[src/rtl/burst_read_engine.sv]
// Burst read engine: on rd, reads BURST_LEN consecutive words from a fixed-latency memory
// and streams them out through a credit-protected FWFT FIFO with a last marker.
module burst_read_engine #(
    parameter int unsigned AW         = 8,
    parameter int unsigned DW         = 16,
    parameter int unsigned BURST_LEN  = 4,
    parameter int unsigned MEM_LAT    = 1,
    parameter int unsigned FIFO_DEPTH = 4
) (
    input  logic          clk,
    input  logic          rst,
    input  logic          rd,
    input  logic [AW-1:0] rd_addr,
    output logic          busy,
    output logic          done,
    output logic          mem_en,
    output logic [AW-1:0] mem_addr,
    input  logic [DW-1:0] mem_rdata,
    output logic          out_valid,
    output logic [DW-1:0] out_data,
    output logic          out_last,
    input  logic          out_ready
);

    localparam int unsigned IW = $clog2(BURST_LEN + 1);
    localparam int unsigned CW = $clog2(FIFO_DEPTH + 1);
    localparam int unsigned PW = $clog2(FIFO_DEPTH);

    typedef enum logic [1:0] {StIdle, StIssue, StWait, StDone} state_e;

    state_e           state_q, state_d;
    logic [AW-1:0]    base_q, addr_hold_q, issue_addr;
    logic [IW-1:0]    issued_q, beat_q;
    logic [CW-1:0]    fifo_cnt_q, inflight_q;
    logic [CW:0]      credit_used;
    logic [MEM_LAT-1:0] ret_vld_q;
    logic [PW-1:0]    wr_ptr_q, rd_ptr_q;
    logic [DW-1:0]    fifo_mem [FIFO_DEPTH];
    logic             issue, push, pop, last_beat;

    // Credit covers words already queued plus words still travelling through memory.
    assign credit_used = {1'b0, fifo_cnt_q} + {1'b0, inflight_q};
    assign issue_addr  = base_q + AW'(issued_q);
    assign push        = ret_vld_q[MEM_LAT-1];
    assign out_valid   = (fifo_cnt_q != '0);
    assign pop         = out_valid & out_ready;
    assign out_data    = out_valid ? fifo_mem[rd_ptr_q] : '0;
    assign last_beat   = (beat_q == IW'(BURST_LEN - 1));
    assign out_last    = out_valid & last_beat;
    assign mem_en      = issue;
    assign mem_addr    = issue ? issue_addr : addr_hold_q;

    always_comb begin
        state_d = state_q;
        issue   = 1'b0;
        busy    = 1'b1;
        done    = 1'b0;
        unique case (state_q)
            StIdle: begin
                busy = 1'b0;
                if (rd) state_d = StIssue;
            end
            StIssue: begin
                issue = (issued_q < IW'(BURST_LEN)) && (credit_used < (CW+1)'(FIFO_DEPTH));
                if (issue && issued_q == IW'(BURST_LEN - 1)) state_d = StWait;
            end
            StWait: begin
                if (pop && last_beat) state_d = StDone;
            end
            StDone: begin
                done    = 1'b1;
                state_d = StIdle;
            end
            default: state_d = StIdle;
        endcase
    end

    always_ff @(posedge clk or posedge rst) begin
        if (rst) begin
            state_q     <= StIdle;
            base_q      <= '0;
            addr_hold_q <= '0;
            issued_q    <= '0;
            beat_q      <= '0;
            inflight_q  <= '0;
            fifo_cnt_q  <= '0;
            ret_vld_q   <= '0;
            wr_ptr_q    <= '0;
            rd_ptr_q    <= '0;
        end else begin
            state_q <= state_d;
            if (state_q == StIdle && rd) begin
                base_q   <= rd_addr;
                issued_q <= '0;
            end else if (issue) begin
                issued_q <= issued_q + 1'b1;
            end
            if (issue) addr_hold_q <= issue_addr;
            ret_vld_q[0] <= issue;
            for (int i = 1; i < MEM_LAT; i++) ret_vld_q[i] <= ret_vld_q[i-1];
            if (issue && !push) inflight_q <= inflight_q + 1'b1;
            else if (!issue && push) inflight_q <= inflight_q - 1'b1;
            if (push && !pop) fifo_cnt_q <= fifo_cnt_q + 1'b1;
            else if (!push && pop) fifo_cnt_q <= fifo_cnt_q - 1'b1;
            if (push) wr_ptr_q <= (wr_ptr_q == PW'(FIFO_DEPTH - 1)) ? '0 : wr_ptr_q + 1'b1;
            if (pop) begin
                rd_ptr_q <= (rd_ptr_q == PW'(FIFO_DEPTH - 1)) ? '0 : rd_ptr_q + 1'b1;
                beat_q   <= last_beat ? '0 : beat_q + 1'b1;
            end
        end
    end

    // Storage is not reset; out_data is gated by out_valid instead.
    always_ff @(posedge clk) begin
        if (push) fifo_mem[wr_ptr_q] <= mem_rdata;
    end

    always_ff @(posedge clk) begin
        if (!rst) assert (!(push && !pop && fifo_cnt_q == CW'(FIFO_DEPTH)));
    end

endmodule

[config.mk]
export PLATFORM = sky130hd
export DESIGN_NAME = burst_read_engine
export DESIGN_NICKNAME = d
export VERILOG_FILES = /design/src/rtl/burst_read_engine.sv
export SDC_FILE = /design/constraint.sdc
export NUM_CORES = 1
export LEC_CHECK = 0
export CORE_MARGIN = 4
export CORE_UTILIZATION = 59
export DETAILED_ROUTE_END_ITERATION = 7
export GPL_ROUTABILITY_DRIVEN = 1
export MAX_ROUTING_LAYER = met4
export PLACE_DENSITY = 0.93
export SLEW_MARGIN = 0
export SYNTH_ARGS = -nofsm -noshare
export SYNTH_HDL_FRONTEND = slang
export SYNTH_SLANG_ARGS = --single-unit
[constraint.sdc]
create_clock -name clk -period 4.3 [get_ports clk]
set_input_delay 0.43 -clock clk [delete_from_list [all_inputs] [get_ports clk]]
set_output_delay 0.43 -clock clk [all_outputs]
set_load 0.1 [all_outputs]
==> flow_metrics.tcl <==
set metrics [dict create \
    syn_area_um2 4350 \
    tns_ns 0 \
    rows 31 \
    post_cts_buffers 0 \
    antenna_found_initial 0 \
    cp-startpoint "rd_ptr_q[0]" \
    yosysMostFrequentCell "edfxtp_1" \
    wirelength_um 7820 \
    cp-endpoint "out_data[8]" \
    cts_root_buf "clkbuf_8" \
    area_growth_pct 19.2 \
    synth_nets 315 \
    ys.flop_type "edfxtp_1" \
    synth_edf_count 64 \
    reg2regPathDepth 10 \
    regArea_um2 2800 \
    cts_made_buffers 9 \
    r2r-end "inflight_q[2]" \
    crit_type "flip-flop to output port" \
    start_kind "flip-flop" \
    grt_overflow 0 \
    skew_ns 0.0109 \
    htree_levels 3 \
    syn_area_per_cell_um2 16.5 \
    drtAntennaViolNets 0 \
    fmax_mhz 285 \
    dieArea_um2 8810 \
    critical_path.max_fanout 11 \
    yosys_register_bits 99 \
    drcViolationCount 0 \
    relSlewSlack 0.322 \
    synth_top_area_cell "edfxtp_1" \
    slew_viol_final 0 \
    synthCells 264 \
    grt_pass1_wl_um 13000 \
    postCtsHoldBufs 0 \
    grt_use_total 0.205 \
    multi_input_comb_area_um2 1430 \
    seq_area_frac_synth 0.643 \
    clock-sinks 99 \
    worst_slew_pin_slew_ns 1.01 \
    core-area_um2 7210 \
    vias 2351 \
    portBuffers 56 \
    gp_congestion 0.817 \
    start_util 0.603 \
    fill_cells 461 \
    hold_class "input port to asynchronous set/reset pin" \
    cp.arrival_ns 3.08 \
    synth.area.top_cells "edfxtp_1 44%, dfrtp_1 20%, mux4_2 6.2%" \
    drtIter0Drc 109 \
    layout-drive-gt1-share 0.184 \
    dpl.hpwl_um 5490 \
    die_h_um 93.8 \
    hold_violations 0 \
    insertion_delay_ns 0.37 \
    n_antenna_cell 0 \
    setup_violations 0 \
    synth-async-reset-ratio 0.354 \
    layout.nets 377 \
    chipWidth_um 93.8 \
    grt_max_degree 36 \
    status "finished clean" \
    ios 57 \
    worst_ep_required_time_ns 3.87 \
    rsz0062_at_grt "false" \
    grt_pass1_vias 2572 \
    dr.pass1.iters 4 \
    maxCapViolCount 0 \
    cts_tree "done" \
    fin_crit_sh 0.816 \
    period_needed_ns 3.51 \
    r2r_start "fifo_cnt_q[2]" \
    ys_types 42 \
    vias_per_cell 5.47 \
    reg2reg_setup_slack_ns 1.53 \
    synth_top_cells_by_count "64 x edfxtp_1, 35 x dfrtp_1, 21 x and2_1, 20 x ha_1, 16 x inv_1" \
    cts_resized 0 \
    wl_per_cell_um 18.2 \
    yosys_warnings 0 \
    netlist.area_leader.share 0.442 \
    clock_path_buffers 2 \
    cp-end-kind "output port" \
    clk_pin_slew_ns 0.10 \
]
[per-layer routing]
metal / GRT usage / vias to the layer above / share of wire
met5: - / - / 0
met1: 0.246 / 1189 / 0.41
met3: 0.0321 / 17 / 0.028
met2: 0.344 / 45 / 0.54
li1: - / 1100 / -
met4: 0.0915 / 0 / 0.022
[final cells by class]
cell class | count | share of cell area
Clock buffer | 9 | 0.0239
Clock inverter | 7 | 0.0181
Inverter | 16 | 0.0116
Multi-Input combinational cell | 142 | 0.276
Sequential cell | 99 | 0.540
Tap cell | 99 | 0.0239
Timing Repair Buffer | 58 | 0.107
[placed cells by master, fill, tap and decap left out, types with 11 or more instances in the layout]
cell	count
mux4_2	12
ha_1	20
dfrtp_1	35
buf_4	11
inv_1	16
and2_1	21
clkdlybuf4s50_1	47
mux2_2	12
edfxtp_1	64
nand2_1	11
[logic make-up after synthesis]
kind of cell / share of synthesized area
XOR/XNOR: 0.0262
buffers and inverters: 0.0279
flip-flops: 0.643
adder cells (fa/ha/maj): 0.0714
multiplexers: 0.123
AO/OA/AOI/OAI: 0.0380
AND/OR/NAND/NOR: 0.0699
[critical path, stage by stage, from the launching register on]
cell             delay [ns]
dfrtp_1                0.74
buf_4                  0.32
mux4_2                 0.52
and2_1                 0.17
clkdlybuf4s50_1        0.96
[per-stage QoR]
| stage | hold slack (ns) | instances | setup slack, ns | utilization | cell area [um^2] |
|---|---|---|---|---|---|
| 2_1_floorplan | 0.446 | 264 | 1.14 | - | 4350 |
| 3_3_place_gp | 0.450 | 414 | 1.20 | 0.688 | 4960 |
| 3_5_place_dp | 0.461 | 414 | 1.15 | 0.688 | 4960 |
| 4_1_cts | 0.461 | 430 | 0.750 | 0.718 | 5180 |
| 5_1_grt | 0.492 | 430 | 0.661 | 0.718 | 5180 |
| 6_report | 0.441 | 430 | 0.792 | 0.718 | 5180 |
[registers in the layout, indices dropped and copies added (netlist names)]
| signal | count |
|---|---|
| issued_q | 3 |
| inflight_q | 3 |
| addr_hold_q | 8 |
| wr_ptr_q | 2 |
| beat_q | 3 |
| base_q | 8 |
| push | 1 |
| state_q | 2 |
| rd_ptr_q | 2 |
| fifo_cnt_q | 3 |
| fifo_mem | 64 |
[worst min path at each step]
stage / slack, ns / start / endpoint / cells past startpoint
final: 0.44 / rst / addr_hold_q[5] / 3
after global routing: 0.49 / rst / addr_hold_q[5] / 3
after CTS: 0.46 / rst / addr_hold_q[5] / 3
after detailed placement: 0.46 / addr_hold_q[6] / addr_hold_q[6] / 2
after global placement: 0.45 / addr_hold_q[6] / addr_hold_q[6] / 2
after floorplan: 0.45 / inflight_q[2] / inflight_q[2] / 1
Power is not shown: default switching activity piles up to over one toggle a cycle in this logic, so the estimate is an artifact.
